$ cat src/rtl/run_ctrl.sv
// run_ctrl: sequences CPU reset/run, detects halt marker or cycle budget, injects timed interrupts
module run_ctrl #(
  parameter int RST_CYCLES  = 3,
  parameter int MAX_CYCLES  = 3750,
  parameter int CNT_W       = 32,
  parameter int PC_W        = 32,
  parameter     HALT_PC     = 32'h0000_3ffc,
  parameter int HALT_REPEAT = 2,
  parameter int IRQ_CH      = 1,
  parameter int IRQ_LEN     = 1
) (
  input  logic                    clk,
  input  logic                    reset,
  input  logic                    start,
  input  logic                    pc_valid,
  input  logic [PC_W-1:0]         pc_i,
  input  logic [IRQ_CH-1:0]       irq_en,
  input  logic [IRQ_CH*CNT_W-1:0] irq_at,
  output logic                    cpu_reset,
  output logic                    running,
  output logic                    done,
  output logic                    halted,
  output logic                    timeout,
  output logic [CNT_W-1:0]        cycle_cnt,
  output logic [IRQ_CH-1:0]       irq_o
);
  typedef enum logic [1:0] {IDLE, RST, RUN, DONE} state_t;
  localparam int RC = RST_CYCLES < 1 ? 1 : RST_CYCLES;
  localparam int IL = IRQ_LEN < 1 ? 1 : IRQ_LEN;
  localparam logic [CNT_W-1:0] LAST = CNT_W'(MAX_CYCLES - 1);
  state_t state_q, state_d;
  logic run_q, done_q, halted_q, timeout_q;
  logic [31:0] rst_q, hits_q;
  logic [CNT_W-1:0] cnt_q;
  logic [IRQ_CH-1:0] irq_q, fire;
  logic [31:0] rem_q [IRQ_CH];
  logic halt_now, time_now, halt_hit, launch;
  always_comb begin
    halt_now = hits_q >= 32'(HALT_REPEAT);
    time_now = cnt_q == LAST;
    halt_hit = pc_valid && pc_i == PC_W'(HALT_PC);
    state_d = (state_q == IDLE || state_q == DONE) ? (start ? RST : state_q)
            : state_q == RST ? (rst_q == 32'(RC - 1) ? RUN : RST)
            : (halt_now || time_now) ? DONE : RUN;
    launch = state_d == RST && state_q != RST;
    fire = '0;
    for (int k = 0; k < IRQ_CH; k++)
      fire[k] = state_q == RUN && irq_en[k] && cnt_q == irq_at[k*CNT_W +: CNT_W];
  end
  always_ff @(posedge clk) begin
    if (reset) begin
      state_q   <= IDLE;
      run_q     <= 1'b0;
      done_q    <= 1'b0;
      rst_q     <= '0;
      hits_q    <= '0;
      cnt_q     <= '0;
      halted_q  <= 1'b0;
      timeout_q <= 1'b0;
      irq_q     <= '0;
      for (int k = 0; k < IRQ_CH; k++) rem_q[k] <= '0;
    end else begin
      state_q <= state_d;
      run_q   <= state_d == RUN;
      done_q  <= state_d == DONE;
      if (launch) begin
        rst_q     <= '0;
        hits_q    <= '0;
        cnt_q     <= '0;
        halted_q  <= 1'b0;
        timeout_q <= 1'b0;
      end
      if (state_q == RST) rst_q <= rst_q + 1;
      if (state_q == RUN) begin
        if (halt_hit && !halt_now) hits_q <= hits_q + 1;
        if (state_d == RUN) cnt_q <= cnt_q + 1;
        halted_q  <= halt_now;
        timeout_q <= !halt_now && time_now;
      end
      // a pulse lives only while the next state stays RUN
      for (int k = 0; k < IRQ_CH; k++) begin
        if (state_d != RUN) begin
          irq_q[k] <= 1'b0;
          rem_q[k] <= '0;
        end else if (fire[k]) begin
          irq_q[k] <= 1'b1;
          rem_q[k] <= 32'(IL - 1);
        end else if (irq_q[k]) begin
          irq_q[k] <= rem_q[k] != 0;
          rem_q[k] <= rem_q[k] != 0 ? rem_q[k] - 1 : '0;
        end
      end
    end
  end
  assign cpu_reset = !run_q;
  assign running   = run_q;
  assign done      = done_q;
  assign halted    = halted_q;
  assign timeout   = timeout_q;
  assign cycle_cnt = cnt_q;
  assign irq_o     = irq_q;
endmodule

$ cat config.mk
export PLATFORM = sky130hd
export DESIGN_NAME = run_ctrl
export DESIGN_NICKNAME = d
export VERILOG_FILES = /design/src/rtl/run_ctrl.sv
export SDC_FILE = /design/constraint.sdc
export NUM_CORES = 1
export LEC_CHECK = 0
export CAP_MARGIN = 20
export CORE_ASPECT_RATIO = 1.1
export CORE_MARGIN = 1.5
export CORE_UTILIZATION = 51
export CTS_BUF_LIST = sky130_fd_sc_hd__clkbuf_8
export DETAILED_ROUTE_END_ITERATION = 10
export PLACE_DENSITY = 0.79
export SYNTH_ARGS = -nofsm -noshare
export SYNTH_HDL_FRONTEND = slang
export SYNTH_SLANG_ARGS = --single-unit
$ cat constraint.sdc
create_clock -name clk -period 3.5 [get_ports clk]
set_input_delay 0.7 -clock clk [delete_from_list [all_inputs] [get_ports clk]]
set_output_delay 0.7 -clock clk [all_outputs]
set_load 0.01 [all_outputs]
==> results.json <==
{
  "synth_top_area_cell": "dfxtp_1",
  "outcome": "complete, no violations",
  "slew_headroom_pct": 39.7,
  "p_per_area_nw_per_um2": 635,
  "setup_viol": 0,
  "route.detailed.drc": 0,
  "drv_slew": 0,
  "wl_per_cell_um": 16.0,
  "fin_tns_setup_ps": 0,
  "ant_nets": 0,
  "clockBufferDepth": 2,
  "synth_most_common_cell": "dfxtp_1",
  "worst_clock_skew_ps": 14.2,
  "min_period_ps": 3060,
  "min_period_over_period_pct": 87.4,
  "path_clk_slew_ps": 80,
  "cts_resized": 0,
  "syn_area_um2": 6870,
  "gp_congestion": 0.888,
  "dpl_cell_area_um2": 8020,
  "arrival_ps": 3400,
  "numPortBuffers": 106,
  "utilization_pct": 64.0,
  "cts_buffers": 17,
  "slowest_stage": "o41a_1",
  "antenna_cells": 0,
  "fin_nets": 932,
  "synth_top_area_share_pct": 30.0,
  "postLayoutCellArea_um2": 8410,
  "finalHoldViolCount": 0,
  "post_cts_buffers": 0,
  "synthCells": 759,
  "synth.avg_cell_area_um2": 9.05,
  "tightestPinTransition_ps": 902,
  "globalRouteTotalUtil_pct": 24.0,
  "synthFlopType": "dfxtp_1",
  "critPathMaxStageDelay_ps": 440,
  "critPathKind": "register to register",
  "critPathRequiredTime_ps": 3840,
  "num_vias": 6134,
  "start_util_pct": 52.2,
  "grt.overflow.total": 0,
  "worst_setup_path_end_kind": "register",
  "drive_above_1_share_pct": 8.30,
  "clock_latency_ps": 460,
  "ys_async_sr_fraction_pct": 0,
  "antenna_found_initial": 0,
  "fp.dieW_um": 114,
  "rsz0062_at_grt": "false",
  "vdd_drop_max_mv": 0.430,
  "fmax_mhz": 327,
  "cts.sinks": 135,
  "htreeDepth": 4,
  "die_h_um": 125,
  "worstHoldPathType": "register to register",
  "row_count": 44,
  "grt_start_max_net_pins": 50,
  "crit_chain": "inv_1 -> ha_1 -> nor4_1 -> nand4_1 -> or2_1 -> o41a_1 -> buf_4 -> nor4b_1 -> mux2_2",
  "fillCellCount": 1074,
  "seq_area_frac_synth_pct": 44.0,
  "hpwl_um": 11500,
  "p_leak_nw": 2.86,
  "drt-vias-per-instance": 5.97,
  "dieArea_um2": 14200,
  "grt_pass1_vias": 5957,
  "core-area_um2": 13200,
  "pin_count": 107,
  "grt_pass1_wl_um": 27500,
  "cts_tree": "done",
  "synth_nets": 837,
  "finalWirelength_um": 16400,
  "synth_common_cells": "dfxtp_1, nor2_1, xnor2_1, nand2_1, nor4_1",
  "synthTopCellsByArea": "dfxtp_1, edfxtp_1, xnor2_1, nor2_1, nor4_1",
  "cp-start-kind": "register",
  "cp_max_fo": 49,
  "cts-root-buf": "clkbuf_8",
  "syn2layout_area_growth_pct": 22.5,
  "total_power_w": 0.00534,
  "dr.pass1.iters": 5,
  "yosys_register_bits": 135,
  "drt_iter0_drc": 492,
  "cts_hold_buf": 0,
  "ys_warn_count": 0,
  "synth_cell_types": 53,
  "maxCapViolations": 0,
  "synth-edff-count": 32
}
==> kinds of logic after synthesis <==
family	share of synthesized area, %
buffers and inverters	3.64
DFF	44.0
adders and majority gates	1.64
muxes	3.04
AOI/OAI and AO/OA	9.33
and+or+nand+nor	31.1
xor gates and xnor gates	7.27
==> worst max-delay path, delay by kind of cell, from the launching register on <==
family	cells	cell delay [ps]
flops	1	340
compound gates	1	440
simple gates	4	1200
fa+ha+maj	1	190
mux	1	380
buf+inv	2	390
==> worst paths after layout <==
check | startpoint | end | slack [ps] | cells after the start
max reg2reg | hits_q[0] | cycle_cnt[9] | 440 | 9
max | hits_q[0] | cycle_cnt[9] | 440 | 9
min | hits_q[15] | hits_q[15] | 460 | 1
min reg2reg | hits_q[15] | hits_q[15] | 460 | 1
==> placed cells by master, fill, tap and decap left out, types with 9 or more instances in the layout <==
cell type,synthesis,layout
nor3_1,22,22
or3_1,13,13
a21oi_1,36,36
o31ai_1,11,11
nor3b_1,9,9
o311ai_0,10,10
dfxtp_1,103,103
inv_1,18,18
or4_1,19,19
nand4_1,29,29
nor2_1,81,81
nand2_1,43,43
buf_4,0,10
and3_1,12,12
nand3_1,38,38
and2_1,32,32
or2_2,9,9
nor4_1,42,42
clkdlybuf4s50_1,0,105
mux2_2,15,15
ha_1,9,9
clkbuf_8,0,17
edfxtp_1,32,32
xnor2_1,49,49
==> routing by layer <==
layer | global-route usage [%] | vias up | routed length, um
li1 | - | 2991 | -
met1 | 30.1 | 2927 | 7200
met2 | 39.1 | 183 | 7990
met3 | 5.64 | 33 | 851
met4 | 10.7 | 0 | 397
met5 | 0 | - | 0
==> power by group <==
| group | internal (W) | switching [W] | total, W |
|---|---|---|---|
| clock | 0.000648 | 0.000654 | 0.00130 |
| sequential | 0.00180 | 0.000164 | 0.00196 |
| combinational | 0.000790 | 0.00129 | 0.00208 |
==> flip-flops by register name, indices dropped and copies added (netlist names) <==
name and count:
halted 1, rst_q 32, rem_q 32, cycle_cnt 32
irq_o 1, state_q 2, hits_q 32, timeout 1
done 1, running 1
==> stage by stage <==
step / hold slack, ps / worst slack (ps) / std cells
final: 464 / 439 / 1028
after global routing: 486 / 270 / 1028
after CTS: 469 / 416 / 1028
after detailed placement: 445 / 411 / 996
after global placement: 443 / 490 / 996
after floorplan: 430 / 142 / 759
==> area by class of cell <==
cell class | count | area, um^2 | share of cell area [%]
Multi-Input combinational cell | 566 | 3590 | 42.7
Sequential cell | 135 | 3020 | 35.9
Timing Repair Buffer | 116 | 1130 | 13.4
Clock buffer | 17 | 234 | 2.78
Tap cell | 161 | 201 | 2.39
Clock inverter | 15 | 163 | 1.93
Inverter | 18 | 67.6 | 0.803
No activity file was read; power rests on OpenSTA's default activity.
==> patch 1 (config.mk and constraints unchanged) <==
The 4 states of `state_t` get a one-hot encoding in 4 bits.
--- a/src/rtl/run_ctrl.sv
+++ b/src/rtl/run_ctrl.sv
@@ -26,3 +26,3 @@
 );
-  typedef enum logic [1:0] {IDLE, RST, RUN, DONE} state_t;
+  typedef enum logic [3:0] {IDLE = 4'b0001, RST = 4'b0010, RUN = 4'b0100, DONE = 4'b1000} state_t;
   localparam int RC = RST_CYCLES < 1 ? 1 : RST_CYCLES;
Check against the original RTL: same outputs for any inputs over 10 cycles, from zero or initial values and one cycle with reset high; not proved beyond that.
==> patch 1 against the original RTL <==
  * Clock skew is 0.0058 ns lower
  * Setup slack gained 0.13 ns
  * Final cell count is 5.2% higher
  * Routed wire length rose by 4.0%
  * Cell area is 5.5% higher
  * Area after synthesis grew 5.3%
  * Sequential cell count increased by 2
  * Largest cell class unchanged
Power is not compared: it rests on default switching activity, and its combinational part moved more than twofold at a synthesized area within 25%.
==> patch 1: results (changes against the original RTL) <==
metric;value;unit;change
hp-start;hits_q[11]$_SDFF_PP0_;;was hits_q[15]$_SDFF_PP0_
cp_slowest_cell;or4_4;;was o41a_1
grt_max_degree;47;;was 50
r2r_slack;0.57;ns;was 0.44 ns
dpl.hpwl;12.1;mm;was 11.5 mm
synth_commonest_cells;dfxtp_1 (105), nor4_1 (61), xor2_1 (54);;was dfxtp_1 (103), nor2_1 (81), xnor2_1 (49)
htreeDepth;4;;unchanged
clockRootBuffer;clkbuf_8;;unchanged
synth_area_leaders;dfxtp_1 (29%), edfxtp_1 (13%), xor2_1 (6.5%);;was dfxtp_1 (30%), edfxtp_1 (14%), xnor2_1 (6.2%)
grt_pass1_wl;28.1;mm;was 27.5 mm
reg2reg_depth;6;;was 9
holdCritPathClass;reg -> reg;;unchanged
hold_end;hits_q[11]$_SDFF_PP0_;;was hits_q[15]$_SDFF_PP0_
power.internal;0.00245;W;
r2r_start;cycle_cnt[9]$_SDFF_PP0_;;was hits_q[0]$_SDFF_PP0_
nFillCells;1223;;was 1074
pwr-share-seq;51.3;%;
wl;17.1;mm;was 16.4 mm
vias;6406;;was 6134
p_leak;3.10;nW;
synthFlopType;dfxtp_1;;unchanged
synthArstFlopShare;0;%;unchanged
gp_congestion;0.850;;was 0.888
drive_above_1_share;10.5;%;was 8.30%
rr_endpoint;cycle_cnt[14]$_SDFF_PP0_;;was cycle_cnt[9]$_SDFF_PP0_
track_usage;23.7;%;was 24.0%
cts_buffer_depth;2;;unchanged
worst_hold_slack;0.463;ns;was 0.464 ns
port_buffers;106;;unchanged
relSlewSlack;40.7;%;was 39.7%
cts_setup_buffers;0;;unchanged
clock_power_share;39.2;%;
ys_seq_area_share;42.3;%;was 44.0%
pre_cts_ws;0.518;ns;was 0.411 ns
yosysWarnings;0;;unchanged
grt_pass1_vias;5859;;was 5957
path_max_fanout;23;;was 49
yosysUniqueCellTypes;60;;was 53
layout.nets;956;;was 932
fin_worst_skew;0.00840;ns;was 0.0142 ns
drtIter0Drc;742;;was 492
outcome;completed;;unchanged
synth_fp_nets;864;;was 837
clk_pin_slew;0.08;ns;about the same
slowest_delay;0.60;ns;was 0.44 ns
[patch 1: changes by cell type after synthesis, sizes merged, moves of 7 or more]
cell,before,now
or3,13,21
nand3,38,52
nor2,81,35
xor2,8,54
o21ai,6,16
xnor2,49,13
o311ai,10,0
clkbuf,27,39
o2bb2ai,0,7
nor4,42,63
a21o,1,16
nor3b,9,2
[patch 1: worst max-delay path, delay by kind of cell, from the launching register on]
| kind | cells | cell delay [ns] |
|---|---|---|
| simple gates | 2 | 1.16 |
| buf+inv | 1 | 0.33 |
| compound gates | 3 | 0.80 |
| flops | 1 | 0.51 |
[patch 1: how the worst max path moves through the flow]
stage | from | slack (ns) | endpoint
6_report | cycle_cnt[9]$_SDFF_PP0_ | 0.57 | cycle_cnt[14]$_SDFF_PP0_
5_1_grt | cycle_cnt[9]$_SDFF_PP0_ | 0.43 | cycle_cnt[14]$_SDFF_PP0_
4_1_cts | cycle_cnt[9]$_SDFF_PP0_ | 0.60 | cycle_cnt[14]$_SDFF_PP0_
3_3_place_gp | irq_at[28] | 0.51 | rem_q[0][25]$_SDFFCE_PN0P_
3_5_place_dp | irq_at[28] | 0.52 | rem_q[0][21]$_SDFFCE_PN0P_
2_1_floorplan | cycle_cnt[9]$_SDFF_PP0_ | 0.44 | rem_q[0][0]$_SDFFCE_PN0P_
[patch 1: per-layer routing]
| layer | vias to the layer above | global-route usage (%) | share of wire [%] |
|---|---|---|---|
| met3 | 34 | 5.44 | 5.7 |
| met1 | 3033 | 30.5 | 44 |
| met4 | 0 | 8.93 | 2.0 |
| met5 | - | 0 | 0 |
| met2 | 199 | 38.9 | 48 |
| li1 | 3140 | - | - |
[patch 1: area by class of cell]
class,instances,area [µm²],area share [%]
Inverter,16,60.1,0.677
Multi-Input combinational cell,581,3890,43.9
Clock inverter,14,146,1.65
Tap cell,188,235,2.65
Timing Repair Buffer,127,1230,13.9
Clock buffer,18,248,2.79
Sequential cell,137,3060,34.5
[patch 1: stage by stage]
step	area [µm²]	utilization [%]	power, W	instances
6_report	8880	64.1	0.00329	1081
5_1_grt	8880	64.1	0.00342	1081
4_1_cts	8880	64.1	0.00331	1081
3_5_place_dp	8480	61.2	0.00203	1049
3_3_place_gp	8480	61.2	0.00203	1049
2_1_floorplan	7230	-	0.00189	788
[patch 1: logic make-up (layout without fill, tap and decap cells)]
group	Yosys count	in the layout	share of synthesized area, %
compound gates	121	121	11.8
xor+xnor	67	67	8.11
fa+ha+maj	7	7	1.21
buf+inv	70	175	3.98
flops	137	137	42.3
mux	11	11	1.68
simple gates	375	375	30.9
==> patch 2 (config.mk and constraints unchanged) <==
Without the edit above. Change the parameter `PC_W` from 32 to 64.
--- a/src/rtl/run_ctrl.sv
+++ b/src/rtl/run_ctrl.sv
@@ -5,3 +5,3 @@
   parameter int CNT_W       = 32,
-  parameter int PC_W        = 32,
+  parameter int PC_W        = 64,
   parameter     HALT_PC     = 32'h0000_3ffc,
Interface: changed (resized pc_i); port bits go from 107 to 139. No check against the original RTL was run, so the function may have changed too.
==> patch 2 against the original RTL <==
  * Sequential cell count unchanged
  * Area after synthesis increased by 3.2%
  * Routed wire length increased by 9.2%
  * Cell area increased by 7.7%
  * Synthesized cell count increased by 4.2%
  * Power increased by 2.6%
  * Setup slack got worse by 0.10 ns
  * Combinational power increased by 7%
==> patch 2: results (changes against the original RTL) <==
metric;value;unit;change
cts_setup_buffers;0;;unchanged
synth_compound_area_share;8.18;%;was 9.33%
cp_slowest_cell;or4b_2;;was o41a_1
holdCritPathClass;reg -> reg;;unchanged
nMultiInputCombCells;598;;was 566
reg2reg_depth;9;;unchanged
grt_max_degree;35;;was 50
placedInstanceArea;8660;µm²;was 8020 µm²
multi_input_area;3810;µm²;was 3590 µm²
clk_share;4.38;%;was 4.71%
n_all_buffers;155;;was 116
p_sw_share;38.8;%;was 39.5%
fin_crit_sh;90.4;%;was 87.4%
worst_hold_slack;0.463;ns;was 0.464 ns
fin_worst_skew;0.0119;ns;was 0.0142 ns
post-place-cells;1090;;was 996
r2r_start;rem_q[0][0]$_SDFFCE_PN0P_;;was hits_q[0]$_SDFF_PP0_
path_max_fanout;32;;was 49
hp-start;hits_q[4]$_SDFF_PP0_;;was hits_q[15]$_SDFF_PP0_
startpoint;rem_q[0][0]$_SDFFCE_PN0P_;;was hits_q[0]$_SDFF_PP0_
grt_pass1_wl;29.4;mm;was 27.5 mm
wl;18.0;mm;was 16.4 mm
track_usage;25.3;%;was 24.0%
dpl.hpwl;12.9;mm;was 11.5 mm
port_buffers;138;;was 106
rr_endpoint;rem_q[0][9]$_SDFFCE_PN0P_;;was cycle_cnt[9]$_SDFF_PP0_
nFillCells;1085;;was 1074
diodes;0;;unchanged
p_leak;3.07;nW;was 2.86 nW
buf_share;16.9;%;was 13.4%
utilization;67.7;%;was 64.0%
synth_fp_nets;901;;was 837
gp_congestion;0.880;;was 0.888
yosysUniqueCellTypes;56;;was 53
synth_commonest_cells;dfxtp_1 (103), nor2_1 (84), nand2_1 (48);;was dfxtp_1 (103), nor2_1 (81), xnor2_1 (49)
synth_area_leaders;dfxtp_1 (29%), edfxtp_1 (14%), xnor2_1 (5.8%);;was dfxtp_1 (30%), edfxtp_1 (14%), xnor2_1 (6.2%)
avgSynthCellArea;8.96;µm²;was 9.05 µm²
synth-adder-area-share;1.59;%;was 1.64%
layout.nets;1035;;was 932
outcome;completed;;unchanged
arrival;3.37;ns;was 3.40 ns
worst_pin_slew;0.784;ns;was 0.902 ns
synth_xor_area_share;7.54;%;was 7.27%
grt_pass1_vias;6042;;was 5957
ir_drop;0.401;mV;was 0.430 mV
pre_cts_ws;0.389;ns;was 0.411 ns
r2r_slack;0.34;ns;was 0.44 ns
dr.pass1.iters;5;;unchanged
seqAreaFraction;33.4;%;was 35.9%
drtIter0Drc;478;;was 492
synthArstFlopShare;0;%;unchanged
ys_seq_area_share;42.7;%;was 44.0%
vias_per_cell;5.62;;was 5.97
synthMuxAreaShare;3.11;%;was 3.04%
slowest_delay;0.66;ns;was 0.44 ns
hold_end;hits_q[4]$_SDFF_PP0_;;was hits_q[15]$_SDFF_PP0_
die_area;14600;µm²;was 14200 µm²
routedWlPerCell;16.0;µm;about the same
drive_above_1_share;9.91;%;was 8.30%
==> patch 2: changes by cell type after synthesis, sizes merged, moves of 6 or more <==
cell,delta
buf,-6
nor2,+8
o31ai,-7
xor2,+6
clkbuf,+6
nor3,+8
==> patch 2: power by group through the flow <==
stage          combinational [W]  sequential (W)  clock [W]
6_report                 0.00222         0.00195    0.00131
5_1_grt                  0.00247         0.00197    0.00140
4_1_cts                  0.00222         0.00194    0.00133
3_5_place_dp             0.00220         0.00197          0
3_3_place_gp             0.00218         0.00197          0
2_1_floorplan            0.00161         0.00195          0
==> patch 2: per-layer routing <==
metal / share of wire [%] / vias to the layer above / GRT usage [%] / routed length (µm)
li1: - / 3182 / - / -
met1: 46 / 2947 / 33.8 / 8230
met2: 48 / 145 / 40.1 / 8610
met3: 4.4 / 30 / 6.45 / 795
met4: 1.8 / 0 / 8.21 / 331
met5: 0 / - / 0 / 0
